<file path="src/rtl/fp_norm_pkg.sv">
// Shared types and widths for the single-precision normalization sequencer.
package fp_norm_pkg;
   typedef enum logic [1:0] {S_IDLE, S_DETECT, S_SHIFT, S_OUT} state_t;

   localparam int MANT_W = 24;
   localparam int EXP_W  = 8;
   localparam int FRAC_W = 23;

   localparam logic [EXP_W-1:0] EXP_MAX  = 8'hFF;
   localparam logic [4:0]       LZC_ZERO = 5'd31;
endpackage

</file>
<file path="src/rtl/LOPD_24bit.sv">
// Leading-one position detector: counts leading zeros of a 24-bit significand,
// reporting LZC_ZERO and a zero flag when no bit is set.
module LOPD_24bit
   import fp_norm_pkg::*;
(
   input  logic [MANT_W-1:0] a,
   output logic [4:0]        lz,
   output logic              zero
);
   always_comb begin
      lz   = LZC_ZERO;
      zero = (a == '0);
      // Ascending scan: the highest set bit is the last one to write lz.
      for (int i = 0; i < MANT_W; i++) begin
         if (a[i]) lz = 5'(MANT_W - 1 - i);
      end
   end
endmodule

</file>
<file path="src/rtl/fp_norm_ctrl.sv">
// Normalization sequencer: capture, leading-one detect, shift/clamp, then hold
// the normalized result for the rounding stage on a valid/ready handshake.
module fp_norm_ctrl
   import fp_norm_pkg::*;
(
   input  logic              i_clk,
   input  logic              i_rst_n,
   input  logic              i_valid,
   output logic              o_ready,
   input  logic [MANT_W:0]   i_mant,
   input  logic [EXP_W-1:0]  i_exp,
   input  logic              i_sign,
   input  logic              i_flush,
   output logic              o_valid,
   input  logic              i_ready,
   output logic [FRAC_W-1:0] o_frac,
   output logic [EXP_W-1:0]  o_exp,
   output logic              o_sign,
   output logic              o_zero,
   output logic              o_overflow,
   output logic              o_underflow
);
   state_t state, state_nxt;

   logic [MANT_W:0]   mant_q;
   logic [EXP_W-1:0]  exp_q;
   logic              sign_q;
   logic [4:0]        lz_q, lz;
   logic              zero_q, lz_zero;

   logic [EXP_W:0]    exp_inc;
   logic [EXP_W-1:0]  exp_dec;
   logic [4:0]        sh_amt;
   logic [FRAC_W-1:0] shl;
   logic [FRAC_W-1:0] res_frac;
   logic [EXP_W-1:0]  res_exp;
   logic              res_zero, res_ovf, res_unf;

   LOPD_24bit u_lopd (
      .a    (mant_q[MANT_W-1:0]),
      .lz   (lz),
      .zero (lz_zero)
   );

   always_ff @(posedge i_clk or negedge i_rst_n) begin
      if (!i_rst_n) state <= S_IDLE;
      else          state <= state_nxt;
   end

   always_comb begin
      state_nxt = state;
      case (state)
         S_IDLE:   if (i_valid) state_nxt = S_DETECT;
         S_DETECT: state_nxt = S_SHIFT;
         S_SHIFT:  state_nxt = S_OUT;
         S_OUT:    if (i_ready) state_nxt = S_IDLE;
         default:  state_nxt = S_IDLE;
      endcase
      if (i_flush) state_nxt = S_IDLE;
   end

   assign o_ready = (state == S_IDLE);
   assign o_valid = (state == S_OUT);

   // Priority: carry, zero, normal shift, partial shift into subnormal, exp==0.
   always_comb begin
      exp_inc  = {1'b0, exp_q} + 9'd1;
      exp_dec  = exp_q - {3'b0, lz_q};
      sh_amt   = '0;
      res_frac = '0;
      res_exp  = '0;
      res_zero = 1'b0;
      res_ovf  = 1'b0;
      res_unf  = 1'b0;
      if (mant_q[MANT_W]) begin
         if (exp_inc >= {1'b0, EXP_MAX}) begin
            res_exp = EXP_MAX;
            res_ovf = 1'b1;
         end else begin
            res_frac = mant_q[MANT_W-1:1];
            res_exp  = exp_inc[EXP_W-1:0];
         end
      end else if (zero_q) begin
         res_zero = 1'b1;
      end else if ({3'b0, lz_q} < exp_q) begin
         sh_amt  = lz_q;
         res_exp = exp_dec;
      end else if (exp_q != '0) begin
         sh_amt  = exp_q[4:0] - 5'd1;
         res_unf = 1'b1;
      end else begin
         res_unf = 1'b1;
      end
      // Hidden bit falls off the top of the 23-bit shift result.
      shl = mant_q[FRAC_W-1:0] << sh_amt;
      if (!mant_q[MANT_W] && !zero_q) res_frac = shl;
   end

   always_ff @(posedge i_clk or negedge i_rst_n) begin
      if (!i_rst_n) begin
         mant_q      <= '0;
         exp_q       <= '0;
         sign_q      <= 1'b0;
         lz_q        <= LZC_ZERO;
         zero_q      <= 1'b0;
         o_frac      <= '0;
         o_exp       <= '0;
         o_sign      <= 1'b0;
         o_zero      <= 1'b0;
         o_overflow  <= 1'b0;
         o_underflow <= 1'b0;
      end else begin
         if (state == S_IDLE && i_valid && !i_flush) begin
            mant_q <= i_mant;
            exp_q  <= i_exp;
            sign_q <= i_sign;
         end
         if (state == S_DETECT) begin
            lz_q   <= lz;
            zero_q <= lz_zero;
         end
         if (i_flush) begin
            o_zero      <= 1'b0;
            o_overflow  <= 1'b0;
            o_underflow <= 1'b0;
         end else if (state == S_SHIFT) begin
            o_frac      <= res_frac;
            o_exp       <= res_exp;
            o_sign      <= sign_q;
            o_zero      <= res_zero;
            o_overflow  <= res_ovf;
            o_underflow <= res_unf;
         end
      end
   end
endmodule

</file>
<file path="config.mk">
export PLATFORM = sky130hd
export DESIGN_NAME = fp_norm_ctrl
export DESIGN_NICKNAME = d
export VERILOG_FILES = /design/src/rtl/fp_norm_pkg.sv /design/src/rtl/LOPD_24bit.sv /design/src/rtl/fp_norm_ctrl.sv
export SDC_FILE = /design/constraint.sdc
export NUM_CORES = 1
export LEC_CHECK = 0
export BUFFER_PORTS_ARGS = -buffer_cell sky130_fd_sc_hd__clkbuf_2
export CORE_UTILIZATION = 55
export DETAILED_ROUTE_END_ITERATION = 12
export PLACE_DENSITY = 0.73
export SYNTH_ARGS = -nofsm -noshare
export SYNTH_HDL_FRONTEND = slang
export SYNTH_SLANG_ARGS = --single-unit
</file>
<file path="constraint.sdc">
create_clock -name i_clk -period 4.4 [get_ports i_clk]
set_input_delay 0.22 -clock i_clk [delete_from_list [all_inputs] [get_ports i_clk]]
set_output_delay 0.22 -clock i_clk [all_outputs]
set_load 0.02 [all_outputs]
</file>
After elaboration in Yosys (flattened, before gate mapping)
Cells that the tools add are included.
{"block": "classes", "addsub": 3, "order_cmp": 2, "eq_ne": 5, "shift": 1, "muxes": 52, "bitwise": 1, "reduce_logical": 12}
{"cell": "two-way mux 5 bit", "count": 20}
{"cell": "two-way mux 23 bit", "count": 3}
{"cell": "two-way mux 4 bit", "count": 8}
{"cell": "two-way mux 8 bit", "count": 4}
{"cell": "logical NOT 24 bit", "count": 1}
{"cell": "left shift 23 x 5 -> 23 bit", "count": 1}
{"cell": "two-way mux 1 bit", "count": 13}
{"cell": "adder 8 x 1 -> 9 bit, second input constant", "count": 1}
{"cell": ">= comparator 9 x 8 -> 1 bit, second input constant", "count": 1}
{"cell": "< comparator 5 x 8 -> 1 bit", "count": 1}
{"cell": "one-hot mux 2 bit (4 select lines)", "count": 1}
{"cell": "nonzero test 8 bit", "count": 1}
{"cell": "subtractor 8 x 5 -> 8 bit", "count": 1}
{"cell": "two-way mux 2 bit", "count": 3}
{"cell": "inequality test 3 x 2 -> 1 bit, second input constant", "count": 2}
{"cell": "subtractor 5 x 1 -> 5 bit, second input constant", "count": 1}
{"cell": "== test 2 bit, second input constant", "count": 2}
{"cell": "AND reduction 2 bit", "count": 2}
{"cell": "logical AND 1 bit", "count": 3}
{"cell": "logical NOT 1 bit", "count": 3}
{"cell": "== test 2 x 1 -> 1 bit, second input constant", "count": 1}
{"cell": "logical NOT 2 bit", "count": 1}
{"cell": "nonzero test 2 bit", "count": 1}
{"cell": "NOT 1 bit", "count": 1}
{"block": "word_totals", "register_bits": 77, "in_bits": 39, "output_inout_bits": 37, "wordCells": 88}

Logic depth before layout (Yosys ltp)
Gate-level depths: netlist of the first run.
{"block": "depth", "word_depth": 24, "ltp_mapped": 14, "ltp_nobuf": 12}

By module
Synthesis of the first run repeated with hierarchy kept, for this count alone.
{"block": "unflattened", "hier_cells": 579, "area_unflattened_um2": 5340.1}
{"mod": "fp_norm_ctrl", "n_inst": 1, "cells_per_inst": 531, "area_each_um2": 5082.4, "seq_area_each_um2": 1933.1}
{"mod": "LOPD_24bit", "n_inst": 1, "cells_per_inst": 48, "area_each_um2": 257.7, "seq_area_each_um2": 0.0}

Least setup slack after synthesis of the first run
Ideal clock, no wire load.
{"block": "synth_timing", "path_kind": "register to register", "startpoint": "register exp_q[0]", "endpoint": "register o_frac[19]", "setup_ns": 0.126, "arrival_time_ns": 3.047, "required_ns": 4.274, "path_slack_ns": 1.227, "stages_incl_launch_ff": 13, "n_path_buf": 1, "synth_period_minus_slack_ns": 3.173, "path_cell_list": "dfrtp_1 -> inv_1 -> ha_1 -> inv_1 -> fa_1 -> a211o_1 -> a21boi_2 -> or3_4 -> and2_1 -> buf_6 -> mux2_1 -> o221a_1 -> a221o_1"}
{"block": "synth_via", "elab_chain_len": 7, "word_cells_on_any_way": 13, "cone_classes": "add/sub: 2; order compare: 2; shift: 1; mux: 7; reduce/logical: 1"}
{"element": "start: declaration", "line": "fp_norm_ctrl.sv:26", "rtl": "logic [EXP_W-1:0] exp_q;"}
{"element": "start signal: assignment", "line": "fp_norm_ctrl.sv:115", "rtl": "exp_q <= i_exp;"}
{"element": "subtractor 5 x 1 -> 5 bit or nonzero test 8 bit (tied branches)", "line": "fp_norm_ctrl.sv:89, fp_norm_ctrl.sv:88"}
{"element": "two-way mux 5 bit", "line": "fp_norm_ctrl.sv:88", "rtl": "end else if (exp_q != '0) begin"}
{"element": "two-way mux 5 bit", "line": "fp_norm_ctrl.sv:85", "rtl": "end else if ({3'b0, lz_q} < exp_q) begin"}
{"element": "two-way mux 5 bit", "line": "fp_norm_ctrl.sv:83", "rtl": "end else if (zero_q) begin"}
{"element": "two-way mux 5 bit", "line": "fp_norm_ctrl.sv:75", "rtl": "if (mant_q[MANT_W]) begin"}
{"element": "left shift 23 x 5 -> 23 bit", "line": "fp_norm_ctrl.sv:95", "rtl": "shl = mant_q[FRAC_W-1:0] << sh_amt;"}
{"element": "two-way mux 23 bit *", "line": "fp_norm_ctrl.sv:96", "rtl": "if (!mant_q[MANT_W] && !zero_q) res_frac = shl;"}
{"element": "end signal: assignment", "line": "fp_norm_ctrl.sv:127", "rtl": "o_frac <= res_frac;"}
{"element": "end: declaration", "line": "fp_norm_ctrl.sv:16", "rtl": "output logic [FRAC_W-1:0] o_frac,"}
Mark *: on every way between the ends. The rest lies on a longest branch, timed or not.
A chain may end at the register's enable or synchronous reset.

Final worst setup path of the first run
{"block": "layout_timing", "startpoint": "register exp_q[0]", "endpoint": "register o_frac[14]"}
Same word-level chain as after synthesis.

==> results of run 1 <==
==> cell type report <==
type / instances / area share, %
clock buffer: 13 / 2.642
clock inverter: 3 / 0.3132
inverter: 21 / 1.233
multi-input combinational: 494 / 55.59
sequential: 77 / 30.24
tap: 136 / 2.662
timing repair buffer: 87 / 7.320
==> layout by cell type (no fill, tap or decap), types with 3 or more instances in the layout <==
cell type	instances
a211o_1	20
a211oi_1	11
a211oi_2	3
a21o_1	6
a21oi_1	27
a221oi_1	11
a222oi_1	5
a22oi_1	4
a31oi_1	8
and2_1	6
and3_1	9
buf_4	13
clkbuf_2	74
clkbuf_8	12
dfrtp_1	72
dfstp_2	5
ha_1	14
inv_1	21
mux2_1	3
mux2_2	39
mux2i_1	25
nand2_1	83
nand2b_1	4
nand3_1	11
nand3b_1	4
nand4_1	5
nor2_1	43
nor3_1	8
nor4_1	4
o211ai_1	24
o21a_1	3
o21ai_0	18
o21ai_1	7
o22ai_1	4
o311ai_1	5
o31ai_1	5
xnor2_1	7
xor2_1	6
==> cell usage after synthesis (7+ instances only) <==
| library cell | count | share of area, % |
|---|---|---|
| a211o_1 | 20 | 3.0 |
| a211oi_1 | 11 | 1.4 |
| a21oi_1 | 27 | 2.3 |
| a221oi_1 | 11 | 1.6 |
| a31oi_1 | 8 | 0.85 |
| and3_1 | 9 | 0.96 |
| buf_2 | 19 | 1.6 |
| clkbuf_1 | 32 | 2.0 |
| dfrtp_1 | 72 | 31 |
| ha_1 | 14 | 3.0 |
| inv_1 | 21 | 1.3 |
| mux2_2 | 39 | 7.5 |
| mux2i_1 | 25 | 4.3 |
| nand2_1 | 83 | 5.3 |
| nand3_1 | 11 | 0.94 |
| nor2_1 | 43 | 2.8 |
| nor3_1 | 8 | 0.68 |
| o211ai_1 | 24 | 3.1 |
| o21ai_0 | 18 | 1.5 |
| o21ai_1 | 7 | 0.60 |
| xnor2_1 | 7 | 1.0 |
==> cell families (layout without fill, tap and decap cells) <==
logic type	Yosys count	after routing
mux	68	68
simple gates	202	202
buf+inv	82	124
xor+xnor	13	13
compound gates	196	196
fa+ha+maj	15	15
flops	77	77
==> worst max path at each step <==
stage                   from         end  cells after the start
floorplan           exp_q[0]  o_frac[19]                     12
global placement    exp_q[0]  o_frac[19]                     12
detailed placement  exp_q[0]  o_frac[14]                     12
CTS                 exp_q[0]  o_frac[14]                     12
global route        exp_q[0]  o_frac[22]                     13
finish              exp_q[0]  o_frac[14]                     12
==> power groups by stage <==
stage	Sequential, mW	Combinational [mW]	Clock [mW]
after global routing	1.65	3.67	0.558
after CTS	1.58	3.35	0.529
after floorplan	1.39	2.61	0
after detailed placement	1.60	3.34	0
after global placement	1.58	3.32	0
final	1.61	3.40	0.521
==> state kept, by name (all words and copies together), names as in the netlist <==
signal / cells
exp_q: 8
o_underflow: 1
mant_q: 25
o_exp: 8
o_zero: 1
o_overflow: 1
sign_q: 1
lz_q: 5
o_sign: 1
state: 2
zero_q: 1
o_frac: 23
==> layer usage <==
metal	GRT usage, %	part of all wire [%]	vias to the layer above
met4	13.38	2.4	0
met1	50.14	47	2630
met2	45.91	43	263
met5	0	0	-
li1	-	-	2500
met3	4.515	7.0	41
==> stage by stage <==
| stage | hold slack, ns | worst slack [ns] | cells |
|---|---|---|---|
| after detailed placement | 0.4365 | 0.6409 | 815 |
| final | -0.03771 | 0.5933 | 831 |
| after CTS | 0.02799 | 0.6176 | 831 |
| after floorplan | -0.07559 | 1.227 | 653 |
| after global routing | 0.06395 | 0.2377 | 831 |
| after global placement | 0.4096 | 0.7223 | 815 |
==> impl_metrics.toml, run 1 <==
[floorplanning]
core.rowCount = 37
fp.coreArea_mm2 = 0.01032
io_pins = 76
fp.dieW_um = 105.3
die_area_mm2 = 0.01108
die_height_um = 105.3
initial_core_util_pct = 56.81

[synth]
ys_types = 87
synth_edf_count = 0
synth-compound-area-share_pct = 25.26
synthAdderAreaFrac_pct = 3.328
postSynth.asyncResetShare_pct = 100.0
synth.avg_cell_area_um2 = 8.981
synth_xor_area_share_pct = 1.942
synth_flop_cell = "dfrtp_1"
synth_seq_cells = 77
synthMuxAreaShare_pct = 12.72
synth_top_family_by_area = "compound AO/OA/AOI/OAI gates"
yosys_warnings = 0
syn_nets = 707
netlist_area_mm2 = 0.005864
netlist_instances = 653
ys_seq_area_share_pct = 32.96
synth_simple_gate_area_share_pct = 17.24

[final_layout]
multi_input_area_mm2 = 0.003553
nets = 744
drive_above_1_share_pct = 25.18
stdcell_area_mm2 = 0.006392
num-fill-cells = 924
syn_to_final_growth_pct = 9.004
antenna-diode-count = 0
final_core_util_pct = 61.92
seq_area_mm2 = 0.001933

[timing]
hold_violations = 24
tightest_slew_ns = 1.102
finalSetupViolCount = 0
max_freq_ghz = 0.2627
maxSlewViolCount = 0
fin_crit_ns = 3.807
setup_tns_ns = 0
clock_skew_ns = 0.01215
fin_crit_sh_pct = 86.52
whs_ns = -0.03771
rsz0062_at_grt = "no"
relSlewSlack_pct = 26.19

[setup_path]
arrival_ns = 4.11
ff2ff_setup_slack_ns = 0.59
r2r-end = "o_frac[14]"
r2r_cells = 12
path_buf_inv = 2
end_kind = "flip-flop"
required_ns = 4.71
worstSetupPathType = "flip-flop to flip-flop"
cp-start-kind = "flip-flop"
r2r-start = "exp_q[0]"
crit_path_top_delay_cell = "a31o_2"
cpPeakStageDelay_ns = 0.53
crit_chain = "inv_1 -> ha_1 -> inv_1 -> fa_1 -> a211o_1 -> a21bo_2 -> a211oi_2 -> a31o_2 -> a31oi_1 -> a211oi_2 -> a22oi_1 -> a21oi_1"
cp_max_fo = 22
cp_top_family = "compound AO/OA/AOI/OAI gates"

[placement]
dp_hpwl_um = 12910
portBuffers = 75
placed_area_mm2 = 0.006203
place_congestion = 0.9654

[job]
max-cap-violations = 0

[detailed_routing]
vias_per_cell = 6.539
final_antenna_net_count = 0
totalWireLength_um = 17400
drt_iter0_drc = 458
vias = 5434
avgRoutedWirePerCell_um = 20.94
drc_errors = 0
firstDrtPassIters = 6

[power]
seqPwrFrac_pct = 29.0
power_mw = 5.530
switchingPower_mw = 2.878
vdd_drop_max_uv = 455.3
comb_power_share_pct = 61.6
power_leakage_nw = 2.760
internal_power_mw = 2.652
p_sw_share_pct = 52.05
power_frac_clock_pct = 9.4
p_per_area_mw_per_mm2 = 865.0

[global_route]
globalRouteOverflowTotal = 0
grt_pass1_wl_um = 27740
grtUsageTotal_pct = 32.72
grt_pass1_vias = 4995
grt_antenna_before_repair = 0
grt_max_degree = 78

[clock_network]
cts_hold_buf = 0
cts.sink_count = 77
cts_buffers = 9
htree_num_levels = 3
cts_tree = "done"
ctsResizeCount = 0
insertion_delay_ns = 0.38
ctsRootBufferMaster = "clkbuf_8"
path_clk_slew_ns = 0.08
cts.path.max_buffers = 2
post_cts_buffers = 0

[status]
status = "complete, but fails checks"
violations = "negative hold slack"

[min_path]
hold_path.class = "input pin to asynchronous set/reset pin"
Note: power is estimated with default switching activity, not from simulation.
==> run 2: changes to the inputs <==
--- a/config.mk
+++ b/config.mk
@@ -6,6 +6,7 @@
 export NUM_CORES = 1
 export LEC_CHECK = 0
 export BUFFER_PORTS_ARGS = -buffer_cell sky130_fd_sc_hd__clkbuf_2
+export CORE_MARGIN = 2
 export CORE_UTILIZATION = 55
 export DETAILED_ROUTE_END_ITERATION = 12
 export PLACE_DENSITY = 0.73
==> impl_metrics.toml, run 2 (synthesis results as in run 1) <==
[status]
status = "complete, but fails checks"
violations = "negative hold slack"

[power]
internal_power_mw = 2.703
switchingPower_mw = 2.948
power_leakage_nw = 2.782
p_sw_share_pct = 52.16
vdd_drop_max_uv = 436.8
seqPwrFrac_pct = 28.7
p_per_area_mw_per_mm2 = 880.0
power_frac_clock_pct = 10.0
comb_power_share_pct = 61.3

[timing]
max_freq_ghz = 0.2568
fin_crit_sh_pct = 88.51
finalSetupViolCount = 0
fin_crit_ns = 3.895
relSlewSlack_pct = 34.69
hold_violations = 13
tightest_slew_ns = 0.9796
rsz0062_at_grt = "no"
maxSlewViolCount = 0
clock_skew_ns = 0.01171
whs_ns = -0.004699
setup_tns_ns = 0

[global_route]
grt_max_degree = 78
grt_pass1_vias = 5191
grt_pass1_wl_um = 28480
grtUsageTotal_pct = 32.61
globalRouteOverflowTotal = 0
grt_antenna_before_repair = 0

[clock_network]
ctsRootBufferMaster = "clkbuf_8"
insertion_delay_ns = 0.38
ctsResizeCount = 0
cts_buffers = 9
post_cts_buffers = 0
cts_hold_buf = 0
cts_tree = "done"
cts.path.max_buffers = 2
path_clk_slew_ns = 0.08
cts.sink_count = 77
htree_num_levels = 3

[placement]
dp_hpwl_um = 13130
place_inst = 817
place_congestion = 0.9724
portBuffers = 75

[floorplanning]
fp.coreArea_mm2 = 0.01032
die_height_um = 107.3
initial_core_util_pct = 56.81
fp.dieW_um = 107.3
die_area_mm2 = 0.01150
io_pins = 76
core.rowCount = 37

[setup_path]
worstSetupPathType = "flip-flop to flip-flop"
arrival_ns = 4.16
r2r-start = "exp_q[0]"
critical_path.startpoint = "exp_q[0]"
required_ns = 4.67
end_kind = "flip-flop"
cp-start-kind = "flip-flop"
ff2ff_setup_slack_ns = 0.51
r2r_cells = 12
r2r-end = "o_frac[19]"
cp_max_fo = 15
crit_end = "o_frac[19]"

[detailed_routing]
drc_errors = 0
totalWireLength_um = 18100
route.met3.wl_um = 1760
final_antenna_net_count = 0
met1_length_um = 7916
firstDrtPassIters = 5
avgRoutedWirePerCell_um = 21.73
highest_layer = "met4"
vias = 5492
drt_iter0_drc = 471
met2_length_um = 7872
vias_per_cell = 6.593

[final_layout]
final_cell_mix = "nand2_1 (83), clkbuf_2 (74), dfrtp_1 (72), nor2_1 (43), mux2_2 (39)"
instances_no_fill = 833
final_common_cell = "nand2_1"
antenna-diode-count = 0
largest_register_ffs = 25
seq_area_mm2 = 0.001933
top_regs = "mant_q x25, o_frac x23"
nets = 746
final_core_util_pct = 62.20
multi_input_area_mm2 = 0.003553
syn_to_final_growth_pct = 9.494
drive_above_1_share_pct = 25.39
num-fill-cells = 907
top_register = "mant_q"

[min_path]
hold_path.class = "input pin to asynchronous set/reset pin"

[job]
max-cap-violations = 0
[run 2: power groups by stage]
stage | Sequential [mW] | Combinational [mW] | Clock [mW]
after floorplan | 1.39 | 2.61 | 0
after global placement | 1.59 | 3.34 | 0
after detailed placement | 1.61 | 3.36 | 0
after CTS | 1.59 | 3.39 | 0.580
after global routing | 1.66 | 3.74 | 0.605
final | 1.62 | 3.46 | 0.567
[run 2: routing by layer]
metal	global-route usage, %	vias up
met5	0	-
met4	13.82	0
met3	8.051	45
met2	47.60	312
met1	45.90	2632
li1	-	2503
[run 2: critical path, stage by stage, from the launching register on]
cell and delay (ns):
dfrtp_1 0.47, inv_1 0.18, ha_1 0.17, inv_1 0.05
fa_1 0.41, a211o_1 0.33, a21bo_2 0.28, nand2_2 0.17
o21a_1 0.40, and3_1 0.61, nand2_1 0.15, o221a_1 0.24
a221o_1 0.31
[run 2: how the worst min path moves through the flow]
| stage | end | startpoint | depth (start not counted) |
|---|---|---|---|
| 3_3_place_gp | o_exp[2] | i_rst_n | 1 |
| 2_1_floorplan | exp_q[0] | i_rst_n | 0 |
| 3_5_place_dp | o_exp[2] | i_rst_n | 1 |
| 5_1_grt | sign_q | i_sign | 2 |
| 6_report | o_exp[6] | i_rst_n | 1 |
| 4_1_cts | o_exp[2] | i_rst_n | 1 |
[run 2: through the flow]
step | cell area [µm²] | worst slack, ns | power (mW)
final | 6421 | 0.5054 | 5.651
after global routing | 6421 | 0.2614 | 6.007
after CTS | 6421 | 0.5630 | 5.561
after detailed placement | 6218 | 0.5814 | 4.969
after global placement | 6218 | 0.6560 | 4.931
after floorplan | 5864 | 1.227 | 4.004
[run 2: cell type report]
cell class	count	share of cell area, %
repair buffers	89	7.521
inverters	21	1.228
clock inverters	4	0.7405
clock buffers	12	2.416
well taps	136	2.650
flip-flops and latches	77	30.11
multi-input cells	494	55.34
